[src/rtl/mips_pkg.sv]
// Shared MIPS pipeline types.
//   mem_state_t : data-memory handshake states (IDLE, WAIT, FAULT)
//   ex_mem_t    : EX/MEM pipeline register contents
//   mem_wb_t    : MEM/WB pipeline register contents
package mips_pkg;

  localparam int unsigned REG_W = 5;

  typedef enum logic [1:0] {
    ST_IDLE,
    ST_WAIT,
    ST_FAULT
  } mem_state_t;

  typedef struct packed {
    logic [31:0]      alu_result;
    logic [31:0]      write_data;
    logic [REG_W-1:0] reg_dest;
    logic             zero;
    logic [31:0]      branch_addr;
    logic             reg_write;
    logic             mem_to_reg;
    logic             mem_read;
    logic             mem_write;
    logic             branch;
  } ex_mem_t;

  typedef struct packed {
    logic [31:0]      alu_result;
    logic [31:0]      read_data;
    logic [REG_W-1:0] reg_dest;
    logic             reg_write;
    logic             mem_to_reg;
  } mem_wb_t;

endpackage

[src/rtl/mem_access_fsm.sv]
// Data-memory request/acknowledge handshake with timeout.
//   clk, rst_n : clock, asynchronous active-low reset
//   memop      : EX/MEM holds a load or store
//   ack        : memory access complete this cycle
//   req        : memory request (combinational)
//   stall      : freeze upstream stages and EX/MEM
//   fault      : sticky timeout indication, cleared only by reset
module mem_access_fsm
  import mips_pkg::*;
#(
  parameter int unsigned TIMEOUT = 16
) (
  input  logic clk,
  input  logic rst_n,
  input  logic memop,
  input  logic ack,
  output logic req,
  output logic stall,
  output logic fault
);

  localparam int unsigned CNT_W = $clog2(TIMEOUT) + 1;

  mem_state_t       state_q, state_d;
  logic [CNT_W-1:0] cnt_q, cnt_d;

  always_ff @(posedge clk or negedge rst_n) begin
    if (!rst_n) begin
      state_q <= ST_IDLE;
      cnt_q   <= '0;
    end else begin
      state_q <= state_d;
      cnt_q   <= cnt_d;
    end
  end

  // The IDLE request cycle counts as the first unacknowledged cycle; the
  // WAIT counter then covers the remaining TIMEOUT-1 cycles.
  always_comb begin
    state_d = state_q;
    cnt_d   = cnt_q;
    req     = 1'b0;
    stall   = 1'b0;
    fault   = 1'b0;
    unique case (state_q)
      ST_IDLE: begin
        if (memop) begin
          req = 1'b1;
          if (!ack) begin
            stall   = 1'b1;
            cnt_d   = '0;
            state_d = (TIMEOUT <= 1) ? ST_FAULT : ST_WAIT;
          end
        end
      end
      ST_WAIT: begin
        if (memop) begin
          req = 1'b1;
          if (ack) begin
            state_d = ST_IDLE;
            cnt_d   = '0;
          end else begin
            stall = 1'b1;
            cnt_d = cnt_q + CNT_W'(1);
            if (cnt_d == CNT_W'(TIMEOUT - 1)) begin
              state_d = ST_FAULT;
            end
          end
        end else begin
          state_d = ST_IDLE;
          cnt_d   = '0;
        end
      end
      ST_FAULT: begin
        stall = 1'b1;
        fault = 1'b1;
      end
      default: begin
        state_d = ST_IDLE;
        cnt_d   = '0;
      end
    endcase
  end

endmodule

[src/rtl/mem_stage.sv]
// MIPS memory stage: EX/MEM and MEM/WB pipeline registers, data-memory
// handshake, branch resolution and forwarding/writeback outputs.
//   ex_*            : execute-stage results and control bits
//   dmem_*          : data-memory request/ack interface
//   EXtoMEM_*       : EX/MEM values for forwarding
//   WB_*            : MEM/WB writeback value, destination, enable
//   PCSrc/Branch_target : branch taken and target from EX/MEM
//   mem_stall/mem_fault : pipeline freeze and sticky timeout
module mem_stage
  import mips_pkg::*;
#(
  parameter int unsigned TIMEOUT = 16
) (
  input  logic             clk,
  input  logic             rst_n,
  input  logic [31:0]      ex_ALUresult,
  input  logic [31:0]      ex_WriteData,
  input  logic [REG_W-1:0] ex_RegDest,
  input  logic             ex_zero,
  input  logic [31:0]      ex_BranchAddr,
  input  logic             ex_RegWrite,
  input  logic             ex_MemtoReg,
  input  logic             ex_MemRead,
  input  logic             ex_MemWrite,
  input  logic             ex_Branch,
  output logic             dmem_req,
  output logic             dmem_we,
  output logic [31:0]      dmem_addr,
  output logic [31:0]      dmem_wdata,
  input  logic             dmem_ack,
  input  logic [31:0]      dmem_rdata,
  output logic [31:0]      EXtoMEM_ALUresult,
  output logic [REG_W-1:0] EXtoMEM_RegDest,
  output logic             EXtoMEM_RegWrite,
  output logic [31:0]      WB_ALUresult,
  output logic [REG_W-1:0] WB_RegDest,
  output logic             WB_RegWrite,
  output logic             PCSrc,
  output logic [31:0]      Branch_target,
  output logic             mem_stall,
  output logic             mem_fault
);

  ex_mem_t ex_mem_q, ex_mem_d;
  mem_wb_t mem_wb_q, mem_wb_d;
  logic    memop;

  assign memop = ex_mem_q.mem_read | ex_mem_q.mem_write;

  mem_access_fsm #(.TIMEOUT(TIMEOUT)) u_fsm (
    .clk   (clk),
    .rst_n (rst_n),
    .memop (memop),
    .ack   (dmem_ack),
    .req   (dmem_req),
    .stall (mem_stall),
    .fault (mem_fault)
  );

  always_ff @(posedge clk or negedge rst_n) begin
    if (!rst_n) begin
      ex_mem_q <= '0;
      mem_wb_q <= '0;
    end else begin
      ex_mem_q <= ex_mem_d;
      mem_wb_q <= mem_wb_d;
    end
  end

  // Stall takes priority over the branch squash.
  always_comb begin
    ex_mem_d = ex_mem_q;
    if (!mem_stall) begin
      if (PCSrc) begin
        ex_mem_d = '0;
      end else begin
        ex_mem_d.alu_result  = ex_ALUresult;
        ex_mem_d.write_data  = ex_WriteData;
        ex_mem_d.reg_dest    = ex_RegDest;
        ex_mem_d.zero        = ex_zero;
        ex_mem_d.branch_addr = ex_BranchAddr;
        ex_mem_d.reg_write   = ex_RegWrite;
        ex_mem_d.mem_to_reg  = ex_MemtoReg;
        ex_mem_d.mem_read    = ex_MemRead;
        ex_mem_d.mem_write   = ex_MemWrite;
        ex_mem_d.branch      = ex_Branch;
      end
    end
  end

  always_comb begin
    mem_wb_d = '0;
    if (!mem_stall) begin
      mem_wb_d.alu_result = ex_mem_q.alu_result;
      mem_wb_d.read_data  = ex_mem_q.mem_read ? dmem_rdata : '0;
      mem_wb_d.reg_dest   = ex_mem_q.reg_dest;
      mem_wb_d.reg_write  = ex_mem_q.reg_write;
      mem_wb_d.mem_to_reg = ex_mem_q.mem_to_reg;
    end
  end

  assign dmem_we           = ex_mem_q.mem_write;
  assign dmem_addr         = ex_mem_q.alu_result;
  assign dmem_wdata        = ex_mem_q.write_data;
  assign EXtoMEM_ALUresult = ex_mem_q.alu_result;
  assign EXtoMEM_RegDest   = ex_mem_q.reg_dest;
  assign EXtoMEM_RegWrite  = ex_mem_q.reg_write;
  assign PCSrc             = ex_mem_q.branch & ex_mem_q.zero;
  assign Branch_target     = ex_mem_q.branch_addr;
  assign WB_ALUresult      = mem_wb_q.mem_to_reg ? mem_wb_q.read_data : mem_wb_q.alu_result;
  assign WB_RegDest        = mem_wb_q.reg_dest;
  assign WB_RegWrite       = mem_wb_q.reg_write;

endmodule

[config.mk]
export PLATFORM = sky130hd
export DESIGN_NAME = mem_stage
export DESIGN_NICKNAME = d
export VERILOG_FILES = /design/src/rtl/mips_pkg.sv /design/src/rtl/mem_access_fsm.sv /design/src/rtl/mem_stage.sv
export SDC_FILE = /design/constraint.sdc
export NUM_CORES = 1
export LEC_CHECK = 0
export ABC_AREA = 1
export BUFFER_PORTS_ARGS = -buffer_cell sky130_fd_sc_hd__buf_2
export CORE_MARGIN = 2
export CORE_UTILIZATION = 54
export DETAILED_ROUTE_END_ITERATION = 8
export PLACE_DENSITY = 0.86
export SYNTH_ARGS = -nofsm -noshare
export SYNTH_HDL_FRONTEND = slang
export SYNTH_HIERARCHICAL = 1
export SYNTH_SLANG_ARGS = --single-unit
[constraint.sdc]
create_clock -name clk -period 4.9 [get_ports clk]
set_clock_uncertainty 0.15 [all_clocks]
set_input_delay 0.49 -clock clk [delete_from_list [all_inputs] [get_ports clk]]
set_output_delay 0.49 -clock clk [all_outputs]
set_load 0.01 [all_outputs]
==> results.txt <==
- TritonCTS built the clock tree.
- The count of endpoints failing hold in the final timing report is 0.
- The max-slew violation count is 0.
* Clock buffers created by TritonCTS: 17
- The number of cells on the worst reg-to-reg path is 8.
* Sequential fraction of the synthesis area: around 53%
- DRC marker count from the first detailed-route iteration: ~420
- Entering global routing, the biggest net connects around 110 pins.
* End of the worst hold path: mem_wb_q[33]
* Detail Placement HPWL: around 13 mm
- The final critical path takes up between 50 and 60% of the cycle.
* Sum of buffers and inverters on the critical path: 1
- F_max: 393 MHz
- The first global-routing pass estimated slightly below 30 mm of wire.
- Summed over all failing endpoints, the final setup total negative slack is 0 ps.
- In this run the number of H-tree levels came out at 4.
* Headroom to the max-slew limit: 37.0%
- Leaving out fill and tap cells, the most frequent cell in the layout is buf_2.
- For the worst-skew pair, the clock arrives at the later sink with an insertion delay of 420 ps.
- Syn avg cell area: 8.87 µm²
- Top delay family on crit path: flip-flops
- Once the floorplan was initialized, standard cells occupied 55.0% of the core.
- After detailed routing, the met3 layer carries 1.45 mm of wire.
- Antenna-violating nets left: 0
* Io pins: 319
* Port buffer count: 318
- Compared with the post-synthesis result, the final layout area differs by 13.7%.
- Register-to-register path setup slack: ~2400 ps
* Start point of the worst min-delay path: dmem_rdata[26]
* Critical path's slowest cell: dfrtp_2
- Crit Reg-Reg Endpoint: ex_mem_q[2]
- Clock-pin slew was measured on the worst setup and hold paths at approximately 70 ps.
- Warnings from Yosys: 6
* Share of cells above drive strength 1: between 30% and 40%
- Placer's final routability congestion estimate: roughly 0.78
* Startpoint types: flip-flop
* Vias: around 6600
- Setup Viol. Count Final: 0
- Gates resized during post-CTS repair numbered 0.
- Cell chosen for the clock root: clkbuf_16
- In the synthesized netlist, the number of instances is ~980.
* Nets: between 1000 and 1500
- Synthesis produced a netlist with a net count of 1126.
* Number of distinct standard cells referenced by the synthesized netlist: 24
* Flip-flop and latch count after synthesis: around 190
- Required arrival time at the worst endpoint: around 4300 ps
- The clock drives approximately 190 sinks.
- Along the worst hold path, the cell count comes to 3.
- Via count of the first global-routing pass: 6123
* Cell leakage power: ~5.6 nW
* Top routing layer in use: met4
* Max incr delay on CP: between 900 and 1000 ps
- Across every metal layer, demand over resource in global routing totals 22.1%.
- The worst-case IR drop observed on VDD is approximately 0.22 mV.
- The worst path in the final design needs a cycle of roughly 2500 ps, including I/O delays and setup.
- Die Area: 17200 µm²
* Status: finished clean
- The first detailed-routing pass took 5 iterations.
- For this design the ratio of total power to cell area is 310 nW/µm².
- After filler insertion, the fill cell instance count of the layout stands at ~1300.
- For this block, wires on met1 add up to about 8.0 mm.
- The clock passes through at most 2 buffers.
- Top library cells by usage in the layout, fill and taps aside: 317 x buf_2, 283 x nand2_1, 184 x dfrtp_1
* Final wirelength: a little under 20 mm
* Horizontal die dimension: 131 µm
* Remaining DRCs: 0
- Transition at the pin with the smallest max-transition slack: approximately 940 ps
- Met2 wire len: 9.74 mm
- The tightest min-delay check is of the primary input to flip-flop type.
- Across the run, the number of max-cap violations was 0.
- Worst reg2reg path startpoint: dmem_we
* Initial antenna violation count: 0
- GRT Residual Overflow: 0
* Minimum hold slack: 130 ps
- Arrival time worst endpoint: around 1900 ps
- Die Y: between 100 and 150 µm
* Critical path class: flip-flop to output pin
* Cell area after synthesis: slightly below 9000 µm²
- Cells along the critical path: nand2_1 -> o21ai_0 -> buf_2
- Kind of end point of the critical path: output pin
* WL per Instance: around 14 µm
* Top fanout value on the critical path: 64
- Via-per-instance ratio: around 4.8
- The floorplan step defined a core boundary enclosing 15800 µm².
- RSZ-0062 raised after global routing: no
- The floorplan has 46 rows.
-- layer usage --
layer	GRT usage, %	up-vias
met2	37.5	268
li1	-	3165
met1	27.8	3094
met4	8.07	0
met3	5.25	32
met5	0	-
-- cell families (layout without fill, tap and decap cells) --
logic type	Yosys count	after routing	share of synthesized area, %
other	0	1	0
buffers and inverters	275	440	19.6
AND/OR/NAND/NOR	482	482	24.6
flip-flops	185	185	53.2
AO/OA/AOI/OAI	38	38	2.26
adder cells (fa/ha/maj)	2	2	0.287
-- flip-flops by register name, indices dropped and copies added, names as in the netlist --
signal and cells:
dmem_wdata 32, WB_RegDest 5, EXtoMEM_ALUresult 32, Branch_target 32
u_fsm/cnt_q 5, WB_RegWrite 1, u_fsm/state_q 2, EXtoMEM_RegWrite 1
ex_mem_q 4, dmem_we 1, mem_wb_q 65, EXtoMEM_RegDest 5
-- layout make-up --
cell class / instances / area, µm² / area share (%)
flip-flops and latches: 185 / 4630 / 46.8
inverters: 84 / 334 / 3.37
multi-input cells: 522 / 2380 / 24.0
diodes: 1 / 2.50 / 0.0253
repair buffers: 324 / 1660 / 16.8
clock inverters: 14 / 185 / 1.87
clock buffers: 18 / 439 / 4.44
well taps: 216 / 270 / 2.73
-- cells in the mapped netlist, drive strengths merged --
cell / number / share of area [%]
ha: 2 / 0.29
or2: 1 / 0.072
nand4: 3 / 0.22
o22ai: 2 / 0.14
dfrtp: 185 / 53
o21ai: 36 / 2.1
bufinv: 1 / 0.20
nand2: 289 / 13
nand3: 113 / 8.3
inv: 83 / 3.6
buf: 189 / 16
clkbuf: 2 / 0.086
nor2: 76 / 3.4
-- through the flow --
step	cell area, µm²	setup slack (ps)	util (%)	std cells	power, mW
6_report	9900	2350	62.6	1364	3.07
5_1_grt	9900	2180	62.5	1363	3.16
4_1_cts	9900	2300	62.5	1363	3.10
3_5_place_dp	9270	2450	58.5	1330	1.65
3_3_place_gp	9270	2500	58.5	1330	1.65
2_1_floorplan	8710	2960	-	982	1.56
-- worst max-delay path by stage --
| stage | from | to | slack [ps] | depth (start not counted) |
|---|---|---|---|---|
| global route | mem_wb_q[0] | WB_ALUresult[8] | 2180 | 2 |
| finish | mem_wb_q[0] | WB_ALUresult[25] | 2350 | 3 |
| floorplan | ex_mem_q[2] | EXtoMEM_ALUresult[1] | 2960 | 12 |
| global placement | dmem_we | ex_mem_q[2] | 2500 | 8 |
| CTS | mem_wb_q[0] | WB_ALUresult[8] | 2300 | 2 |
| detailed placement | dmem_we | ex_mem_q[2] | 2450 | 8 |
-- power by group --
part,leakage [nW],internal [mW],total [mW],switching [mW]
Sequential,2.58,1.53,1.53,0
Clock,0.295,0.832,1.45,0.621
Combinational,2.73,0.0424,0.0928,0.0504
-- timing repair --
action,in CTS,in global routing
setup buffers,0,0
hold endpoints to repair,2,0
endpoints found under the setup margin,0,0
hold buffers,1,0
-- worst register-to-register path: cells and delay by family, from the launching register on --
family | cells | cell delay (ps)
simple gates | 6 | 1070
buf+inv | 2 | 770
flops | 1 | 400
No activity file was read; power rests on OpenSTA's default activity.
